`config.mk`:
```
export PLATFORM = sky130hd
export DESIGN_NAME = if_fetch_unit_flat
export DESIGN_NICKNAME = d
export VERILOG_FILES = /design/src/rtl/if_fetch_unit_pkg.sv /design/src/rtl/if_fetch_unit_if.sv /design/src/rtl/if_fetch_unit_fetch_queue.sv /design/src/rtl/if_fetch_unit.sv /design/src/flat_wrapper.sv
export SDC_FILE = /design/constraint.sdc
export NUM_CORES = 1
export LEC_CHECK = 0
export CAP_MARGIN = 30
export CORE_MARGIN = 2
export CORE_UTILIZATION = 30
export CTS_BUF_LIST = sky130_fd_sc_hd__clkbuf_8
export DETAILED_ROUTE_END_ITERATION = 7
export GPL_TIMING_DRIVEN = 0
export PLACE_DENSITY = 0.6
export SYNTH_ARGS = -nofsm -noshare
export SYNTH_HDL_FRONTEND = slang
export SYNTH_SLANG_ARGS = --single-unit
export TNS_END_PERCENT = 1
```
`constraint.sdc`:
```
create_clock -name clk -period 4.18 [get_ports clk]
set_clock_uncertainty 0.2 [all_clocks]
set_input_delay 0.836 -clock clk [delete_from_list [all_inputs] [get_ports clk]]
set_output_delay 0.836 -clock clk [all_outputs]
set_load 0.05 [all_outputs]
```
`src/rtl/if_fetch_unit_pkg.sv`:
```
// Shared encodings and constants for the instruction-fetch stage.
package if_pkg;

    typedef enum logic [1:0] {
        PCSRC_NONE   = 2'b00,
        PCSRC_BRANCH = 2'b01,
        PCSRC_JUMP   = 2'b10,
        PCSRC_VECTOR = 2'b11
    } pcsrc_e;

    // IDLE: nothing outstanding; WAIT: response pending; DROP: pending response is stale
    typedef enum logic [1:0] {
        IDLE = 2'b00,
        WAIT = 2'b01,
        DROP = 2'b10
    } fetch_state_e;

    localparam int unsigned PC_INCR = 4;

endpackage

```
`src/rtl/if_fetch_unit_if.sv`:
```
// Instruction-memory request/grant + response-valid bus.
interface if_fetch_unit_if #(
    parameter int XLEN   = 32,
    parameter int INST_W = 32
);
    logic              req;
    logic [XLEN-1:0]   addr;
    logic              gnt;
    logic              rvalid;
    logic [INST_W-1:0] rdata;

    modport master (output req, output addr, input gnt, input rvalid, input rdata);
    modport slave  (input req, input addr, output gnt, output rvalid, output rdata);
endinterface

```
`src/rtl/if_fetch_unit_fetch_queue.sv`:
```
// Synchronous FIFO holding {pc, instruction} pairs ahead of decode; flush empties it.
module fetch_queue
    import if_pkg::*;
#(
    parameter int WIDTH = 64,
    parameter int DEPTH = 4
) (
    input  logic                   clk,
    input  logic                   rst_n,
    input  logic                   i_push,
    input  logic [WIDTH-1:0]       i_push_data,
    input  logic                   i_pop,
    input  logic                   i_flush,
    output logic [WIDTH-1:0]       o_head_data,
    output logic [$clog2(DEPTH):0] o_count
);
    localparam int AW = $clog2(DEPTH);
    localparam int CW = AW + 1;

    logic [WIDTH-1:0] r_mem [DEPTH];
    logic [AW-1:0]    r_wr_ptr;
    logic [AW-1:0]    r_rd_ptr;
    logic [CW-1:0]    r_count;

    logic w_full;
    logic w_do_push;
    logic w_do_pop;

    assign w_full    = (r_count == CW'(DEPTH));
    assign w_do_pop  = i_pop && (r_count != '0);
    assign w_do_push = i_push && (!w_full || w_do_pop);

    always_ff @(posedge clk or negedge rst_n) begin
        if (!rst_n) begin
            r_wr_ptr <= '0;
            r_rd_ptr <= '0;
            r_count  <= '0;
        end else if (i_flush) begin
            r_wr_ptr <= '0;
            r_rd_ptr <= '0;
            r_count  <= '0;
        end else begin
            if (w_do_push) r_wr_ptr <= r_wr_ptr + AW'(1);
            if (w_do_pop)  r_rd_ptr <= r_rd_ptr + AW'(1);
            r_count <= r_count + CW'(w_do_push) - CW'(w_do_pop);
        end
    end

    // NOTE: storage is deliberately not reset; entries are only visible once written,
    // and the head output is forced to zero while the queue is empty.
    always_ff @(posedge clk) begin
        if (w_do_push && !i_flush) r_mem[r_wr_ptr] <= i_push_data;
    end

    assign o_head_data = (r_count != '0) ? r_mem[r_rd_ptr] : '0;
    assign o_count     = r_count;

endmodule

```
`src/rtl/if_fetch_unit.sv`:
```
// Instruction-fetch stage: PC register, next-PC select, single-outstanding imem
// request FSM and a fetch queue in front of decode.
module if_fetch_unit
    import if_pkg::*;
#(
    parameter int              XLEN     = 32,
    parameter int              INST_W   = 32,
    parameter int              FQ_DEPTH = 4,
    parameter logic [XLEN-1:0] RESET_PC = '0
) (
    input  logic               clk,
    input  logic               rst_n,
    input  logic               redirect,
    input  logic [1:0]         pcsource,
    input  logic [XLEN-1:0]    pc_branch,
    input  logic [XLEN-1:0]    pc_jump,
    input  logic [XLEN-1:0]    pc_vector,
    if_fetch_unit_if.master    imem,
    output logic               inst_valid,
    output logic [INST_W-1:0]  inst,
    output logic [XLEN-1:0]    inst_pc,
    input  logic               inst_ready
);
    localparam int CW = $clog2(FQ_DEPTH) + 1;
    localparam int OW = CW + 1;

    fetch_state_e     r_state;
    fetch_state_e     w_state_nxt;
    logic [XLEN-1:0]  r_pc;
    logic [XLEN-1:0]  r_tag_pc;
    logic             r_active;

    logic             w_redir;
    logic [XLEN-1:0]  w_target;
    logic             w_pop;
    logic             w_push;
    logic             w_req;
    logic             w_grant;
    logic             w_room;
    logic [OW-1:0]    w_occupancy;
    logic [CW-1:0]    w_count;
    logic [XLEN+INST_W-1:0] w_head;

    assign w_redir = redirect && (pcsrc_e'(pcsource) != PCSRC_NONE);
    assign w_pop   = inst_valid && inst_ready;

    // Entries held after this cycle plus the response still owed to us in WAIT.
    assign w_occupancy = OW'(w_count) - OW'(w_pop) + OW'(r_state == WAIT);
    assign w_room      = (w_occupancy < OW'(FQ_DEPTH));

    always_comb begin
        // NOTE: every comb output gets a default first so no path infers a latch.
        w_target = r_pc;
        unique case (pcsrc_e'(pcsource))
            PCSRC_BRANCH: w_target = pc_branch;
            PCSRC_JUMP:   w_target = pc_jump;
            PCSRC_VECTOR: w_target = pc_vector;
            default:      w_target = r_pc;
        endcase
    end

    always_comb begin
        w_state_nxt = r_state;
        w_req       = r_active && !w_redir && w_room &&
                      ((r_state == IDLE) || imem.rvalid);
        w_grant     = w_req && imem.gnt;
        w_push      = (r_state == WAIT) && imem.rvalid && !w_redir;

        unique case (r_state)
            IDLE: if (w_grant) w_state_nxt = WAIT;
            WAIT: begin
                if (imem.rvalid)  w_state_nxt = w_grant ? WAIT : IDLE;
                else if (w_redir) w_state_nxt = DROP;
            end
            DROP: if (imem.rvalid) w_state_nxt = w_grant ? WAIT : IDLE;
            default: w_state_nxt = IDLE;
        endcase
    end

    always_ff @(posedge clk or negedge rst_n) begin
        if (!rst_n) begin
            r_state  <= IDLE;
            r_pc     <= RESET_PC;
            r_tag_pc <= '0;
            r_active <= 1'b0;
        end else begin
            // NOTE: state uses non-blocking assignment so every flop samples pre-edge values.
            r_active <= 1'b1;
            r_state  <= w_state_nxt;
            if (w_redir)      r_pc <= w_target;
            else if (w_grant) r_pc <= r_pc + XLEN'(PC_INCR);
            if (w_grant)      r_tag_pc <= r_pc;
        end
    end

    fetch_queue #(
        .WIDTH (XLEN + INST_W),
        .DEPTH (FQ_DEPTH)
    ) u_fetch_queue (
        .clk         (clk),
        .rst_n       (rst_n),
        .i_push      (w_push),
        .i_push_data ({r_tag_pc, imem.rdata}),
        .i_pop       (w_pop),
        .i_flush     (w_redir),
        .o_head_data (w_head),
        .o_count     (w_count)
    );

    assign imem.req   = w_req;
    assign imem.addr  = r_pc;
    assign inst_valid = (w_count != '0);
    assign inst_pc    = w_head[XLEN+INST_W-1:INST_W];
    assign inst       = w_head[INST_W-1:0];

endmodule

```
`src/flat_wrapper.sv`:
```
// flat-port wrapper written by rule: the top's interface ports become plain ports
module if_fetch_unit_flat import if_pkg::*;
#(
    parameter int              XLEN     = 32,
    parameter int              INST_W   = 32,
    parameter int              FQ_DEPTH = 4,
    parameter logic [XLEN-1:0] RESET_PC = '0
)
  (clk, rst_n, redirect, pcsource, pc_branch, pc_jump, pc_vector, inst_valid, inst, inst_pc, inst_ready, imem_req, imem_addr, imem_gnt, imem_rvalid, imem_rdata);
  if_fetch_unit_if #(.XLEN(XLEN), .INST_W(INST_W)) imem_i ();
  input  logic clk;
  input  logic rst_n;
  input  logic redirect;
  input  logic [1:0] pcsource;
  input  logic [XLEN-1:0] pc_branch;
  input  logic [XLEN-1:0] pc_jump;
  input  logic [XLEN-1:0] pc_vector;
  output logic inst_valid;
  output logic [INST_W-1:0] inst;
  output logic [XLEN-1:0] inst_pc;
  input  logic inst_ready;
  output wire logic [$bits(imem_i.req)-1:0] imem_req;
  output wire logic [$bits(imem_i.addr)-1:0] imem_addr;
  input wire logic [$bits(imem_i.gnt)-1:0] imem_gnt;
  input wire logic [$bits(imem_i.rvalid)-1:0] imem_rvalid;
  input wire logic [$bits(imem_i.rdata)-1:0] imem_rdata;
  assign imem_req = imem_i.req;
  assign imem_addr = imem_i.addr;
  assign imem_i.gnt = imem_gnt;
  assign imem_i.rvalid = imem_rvalid;
  assign imem_i.rdata = imem_rdata;
  if_fetch_unit #(.XLEN(XLEN), .INST_W(INST_W), .FQ_DEPTH(FQ_DEPTH), .RESET_PC(RESET_PC)) u_core (.clk(clk), .rst_n(rst_n), .redirect(redirect), .pcsource(pcsource), .pc_branch(pc_branch), .pc_jump(pc_jump), .pc_vector(pc_vector), .imem(imem_i), .inst_valid(inst_valid), .inst(inst), .inst_pc(inst_pc), .inst_ready(inst_ready));
endmodule
```
==> impl_metrics.ini, run 1 <==
[outcome]
status = finished clean

[logic_synthesis]
syn_area_um2 = 13900
yosysUniqueCellTypes = 60
seq_area_frac_synth_pct = 68.8
synth_edf_count = 256
avgSynthCellArea_um2 = 15.2
synthFlopType = edfxtp_1
postSynth.asyncResetShare_pct = 22.4
syn_inst = 912
synth_largest_area_cell = edfxtp_1
ys_warn_count = 0
syn_nets = 1061
synth_area_leaders = edfxtp_1, dfrtp_1, mux4_2
synth-seq-cells = 330
yosys.area.top_type_share_pct = 55.4

[power]
p_total_w = 0.0122
power_density_nw_per_um2 = 670
vdd_drop_max_mv = 0.438
p_leak_nw = 6.68

[routing]
vias_per_cell = 4.84
ant_nets = 0
routed_wl_um = 38700
drt_first_iter_violations = 523
via_count = 8999
drtPass1Iterations = 5
drc = 0
wl_per_cell_um = 20.8

[sta]
worst_pin_slew_ns = 0.835
final-setup-viol-count = 0
whs_ns = 0.320
drv_slew = 0
max_freq_mhz = 249
hold_violations = 0
slew_headroom_pct = 44.4
rsz0062_at_grt = true
timing.final.crit_share_pct = 96.2
layout_min_cycle_time_ns = 4.02

[worst_setup_path]
required_ns = 3.14
r2r_start = u_core.u_fetch_queue.o_count[2]
end_kind = output port
r2r_cells = 13
start_kind = flop
critPathMaxFanout = 5
worstPathArrival_ns = 2.99
critPathCapture = imem_req
ff2ff_setup_slack_ns = 0.42
worstSetupPathType = flop to output port
regToRegEndpoint = u_core.r_tag_pc[30]
startpoint = u_core.u_fetch_queue.o_count[2]

[floorplan]
rows = 78
start_util_pct = 30.5
die_area_um2 = 48000
io_pins = 234
core_area_um2 = 45500
die-height_um = 219
die_x_um = 219

[clock_tree]
cts.reportedPaths.clkPinSlew_ns = 0.06
cts_sinks = 330
cts_tree = done
numCtsBuffers = 55
clock_path_buffers = 3
cts_setup_buffers = 0
htreeDepth = 2
clk_latency_ns = 0.64
cts_root_buf = clkbuf_8

[layout]
final_common_cell = edfxtp_1
seq_area_um2 = 9540
layout_common_cells = edfxtp_1, clkdlybuf4s50_1, nand2_1
nNetsFinal = 1359
multi_input_area_um2 = 4100
fillers = 4312
drive_above_1_share_pct = 14.2
area_delta_synth_final_pct = 31.1

[grt]
grt_usage_pct = 16.4
grt_max_degree = 56
overflow = 0
grt_pass1_wl_um = 58000
grt_antenna_before_repair = 1
grt_pass1_vias = 9613

[placement]
numPortBuffers = 233
hpwl_um = 27000
gp_congestion = 0.901

[flow_run]
cap_violations = 0

[worst_hold_path]
hold_class = flop to flop
hp-start = u_core.r_tag_pc[22]
## where the power goes
group	internal (W)	switching, W	total (W)	leakage [nW]
logic	0.00186	0.00328	0.00513	2.84
clock network	0.00130	0.00130	0.00260	0.618
registers	0.00402	0.000437	0.00445	3.22
## registers in the layout (all words and copies together) (netlist names)
name	cells
u_core.r_state	2
u_core.imem.addr	32
u_core.u_fetch_queue.r_rd_ptr	2
u_core.u_fetch_queue.r_mem	256
u_core.u_fetch_queue.r_wr_ptr	2
u_core.u_fetch_queue.o_count	3
u_core.r_tag_pc	32
u_core.r_active	1
## synthesized netlist by cell type (all sizes together) (2+ instances only)
| master | number |
|---|---|
| nand4 | 4 |
| a311oi | 8 |
| a21o | 2 |
| a211oi | 2 |
| o21a | 4 |
| inv | 10 |
| mux2i | 2 |
| xnor2 | 2 |
| a31oi | 9 |
| and2 | 71 |
| or3 | 4 |
| nand3 | 6 |
| nand2 | 141 |
| nor4 | 3 |
| a221oi | 10 |
| o32a | 3 |
| buf | 19 |
| o211a | 3 |
| a21oi | 42 |
| nor2 | 42 |
| ha | 12 |
| and3 | 6 |
| nor3 | 6 |
| clkbuf | 35 |
| nand2b | 4 |
| a22oi | 10 |
| o22a | 6 |
| o21ai | 12 |
| a221o | 10 |
| dfrtp | 74 |
| a22o | 7 |
| mux4 | 64 |
| o22ai | 2 |
| edfxtp | 256 |
| o2bb2ai | 2 |
## how the worst min path moves through the flow
stage,end,cells after the start
floorplan,u_core.u_fetch_queue.r_mem[0][32],0
global placement,u_core.u_fetch_queue.r_mem[3][50],0
detailed placement,u_core.u_fetch_queue.r_mem[1][61],0
CTS,u_core.u_fetch_queue.r_mem[0][55],0
global route,u_core.u_fetch_queue.r_mem[0][54],0
finish,u_core.u_fetch_queue.r_mem[0][54],0
## metrics by stage
step	setup WS, ns	cell area, um2	setup TNS [ns]	util, %	cells
detailed placement	-0.653	17100	-11.03	37.6	1752
finish	0.157	18200	0	40.0	1858
CTS	-0.0540	18100	-0.0540	39.9	1857
global route	-0.0338	18200	-0.0338	40.0	1857
global placement	-1.82	16900	-540.34	37.3	1745
floorplan	0.246	13900	0	-	912
## what timing repair did
item	in CTS	in global routing
endpoints found under the setup margin	65	14
endpoints found under the hold margin	19	0
hold buffers	1	0
pin swaps	0	1
gates resized for setup	57	16
## routing by layer
layer / GRT usage [%] / up-vias / routed length (um)
met4: 5.65 / 0 / 1120
met5: 0 / - / 0
met2: 27.7 / 339 / 18600
met3: 4.44 / 70 / 2680
met1: 20.2 / 4480 / 16200
li1: - / 4110 / -
## logic make-up (layout without fill, tap and decap cells)
| group | Yosys count | count (layout) | synth area share (%) |
|---|---|---|---|
| flip-flops | 330 | 330 | 68.8 |
| multiplexers | 66 | 66 | 10.5 |
| buffers and inverters | 64 | 409 | 1.89 |
| AO/OA/AOI/OAI | 142 | 142 | 7.40 |
| AND/OR/NAND/NOR | 292 | 292 | 9.86 |
| adder cells (fa/ha/maj) | 14 | 14 | 1.30 |
| XOR/XNOR | 3 | 3 | 0.190 |
| other | 1 | 2 | 0.0270 |
## worst max-delay path: stages, from the launching register on
cell and delay, ns:
dfrtp_1 0.41, or3_4 0.42, and2_1 0.16, clkbuf_2 0.14
ha_1 0.20, inv_1 0.05, ha_1 0.21, and3b_1 0.20
o211a_1 0.25, o21a_1 0.18, buf_6 0.16
## final cells by class
cell class              count  share of cell area (%)
diodes                      1                  0.0138
plain buffers              54                    1.39
clock buffers              58                    4.39
clock inverters            46                    1.18
inverters                  10                   0.206
multi-input cells         518                    22.5
flip-flops and latches    330                    52.5
well taps                 600                    4.13
repair buffers            241                    13.7
Note: power is estimated with default switching activity, not from simulation.
==> inputs of run 2 (changes only) <==
- PLACE_DENSITY: 0.6 -> 0.62
- clock period: 4.18 -> 3.65 ns (I/O delays scaled with it)
==> run 2 against run 1 <==
  * The flow now finishes with violations (setup timing)
  * Non-clock buffer count unchanged
  * Sequential share of layout area decreased by 0.058 points
  * Combinational power increased by 13%
  * Register-to-register slack got worse by 0.23 ns
  * Routed wire length decreased by 0.30%
  * Critical path depth decreased by 1
  * Sequential power increased by 15%
  * Flip-flop and latch count unchanged
  * Global-route usage about the same
  * Via count increased by 0.16%
  * Largest power group unchanged
==> impl_metrics.ini, run 2 (synthesis gave the netlist of run 1 again) <==
[clock_tree]
cts_root_buf = clkbuf_8
clk_latency_ns = 0.62
cts.reportedPaths.clkPinSlew_ns = 0.06
htreeDepth = 2
cts_setup_buffers = 0
cts_sinks = 330
cts_tree = done
clock_path_buffers = 3
numCtsBuffers = 55

[sta]
rsz0062_at_grt = true
final-setup-viol-count = 2
drv_slew = 0
hold_violations = 0
max_freq_mhz = 262
layout_min_cycle_time_ns = 3.82
setup_slack_ns = -0.173
worst_pin_slew_ns = 0.967
timing.final.crit_share_pct = 105
slew_headroom_pct = 35.5

[worst_setup_path]
r2r_start = u_core.u_fetch_queue.o_count[2]
ff2ff_setup_slack_ns = 0.19
start_kind = flop
end_kind = output port
worstPathArrival_ns = 2.89
critPathMaxFanout = 5
regToRegEndpoint = u_core.imem.addr[5]
r2r_cells = 12
required_ns = 2.72
worstSetupPathType = flop to output port

[layout]
largest_register_ffs = 256
layout_common_cells = edfxtp_1, clkdlybuf4s50_1, nand2_1
final_util_pct = 40.0
drive_above_1_share_pct = 15.1
nNetsFinal = 1359
final_common_cell = edfxtp_1
top_register = u_core.u_fetch_queue.r_mem
area_delta_synth_final_pct = 31.3
diodes = 0
fin_area_um2 = 18200

[floorplan]
start_util_pct = 30.5
rows = 78
die-height_um = 219
die_area_um2 = 48000
io_pins = 234
die_x_um = 219
core_area_um2 = 45500

[outcome]
status = complete, but fails checks
violations = setup timing

[grt]
grt_antenna_before_repair = 1
grt_pass1_vias = 9440
grt_usage_pct = 16.3
grt_pass1_wl_um = 57700
grt_max_degree = 67
overflow = 0

[power]
vdd_drop_max_mv = 0.410
p_leak_nw = 6.71
power_density_nw_per_um2 = 773

[routing]
vias_per_cell = 4.86
ant_nets = 0
via_count = 9013
drc = 0
wl_per_cell_um = 20.8
drtPass1Iterations = 5
routed_wl_um = 38500
drt_first_iter_violations = 601

[worst_hold_path]
hold_class = input port to asynchronous set/reset pin

[flow_run]
cap_violations = 0

[placement]
numPortBuffers = 233
gp_congestion = 0.855
hpwl_um = 27200
place_area_um2 = 17100
[run 2: cell count changes in the layout (fill, tap and decap cells not counted), sizes merged]
cell / previous run / this run
inv: 37 / 30
clkinvlp: 0 / 2
diode: 1 / 0
dlymetal6s2s: 11 / 7
clkdlybuf4s50: 192 / 167
buf: 28 / 26
clkbuf: 93 / 94
dlygate4sd2: 28 / 56
clkinv: 19 / 21
bufinv: 0 / 3
[run 2: report_power, final]
part	internal, W	switching [W]
clock	0.00166	0.00150
combinational	0.00204	0.00376
sequential	0.00460	0.000500
[run 2: cell type report]
type / instances / area (um2)
Fill cell: 4334 / 27300
Sequential cell: 330 / 9540
Multi-Input combinational cell: 518 / 4100
Timing Repair Buffer: 242 / 2420
Clock buffer: 56 / 771
Tap cell: 600 / 751
Clock inverter: 46 / 295
Buffer: 53 / 285
Inverter: 10 / 37.5
[run 2: routing by layer]
metal  wire length [um]  track usage, %  up-vias
li1                   -               -     4103
met1              15400            20.1     4449
met2              18900            27.8      388
met3               3110            3.76       71
met4               1130            6.42        2
met5                  8               0        -
[run 2: repair_timing]
item                                   CTS  global route
hold buffers                             1             0
endpoints found under the hold margin   16             0
pin swaps                                1             2
gates resized for setup                 97            25
setup endpoints to repair              114            93
[run 2: stage by stage]
step,setup slack (ns),TNS (ns),hold slack (ns),power [W],std cells
floorplan,-0.177,-34.06,0.234,0.00897,912
global placement,-2.29,-653.10,0.290,0.0112,1745
detailed placement,-0.960,-95.08,0.310,0.0113,1753
CTS,-0.267,-5.88,0.238,0.0143,1855
global route,-0.300,-4.31,0.269,0.0148,1855
finish,-0.173,-0.175,0.285,0.0141,1855
[run 2: worst max-delay path by stage]
stage,endpoint,depth (start not counted),start,slack (ns)
after floorplan,u_core.u_fetch_queue.r_mem[3][0],6,pcsource[0],-0.18
after global placement,u_core.u_fetch_queue.r_mem[0][28],7,pcsource[0],-2.29
after detailed placement,imem_req,10,inst_ready,-0.96
after CTS,inst[16],4,u_core.u_fetch_queue.r_rd_ptr[0],-0.27
after global routing,imem_req,9,u_core.u_fetch_queue.o_count[2],-0.30
final,imem_req,9,u_core.u_fetch_queue.o_count[2],-0.17
[run 2: critical path: stages (launching register included)]
cell	delay, ns
dfrtp_1	0.41
or3_4	0.43
and2_4	0.20
ha_1	0.19
inv_1	0.05
ha_1	0.21
and3b_1	0.20
o211a_1	0.25
o21a_1	0.19
buf_6	0.15
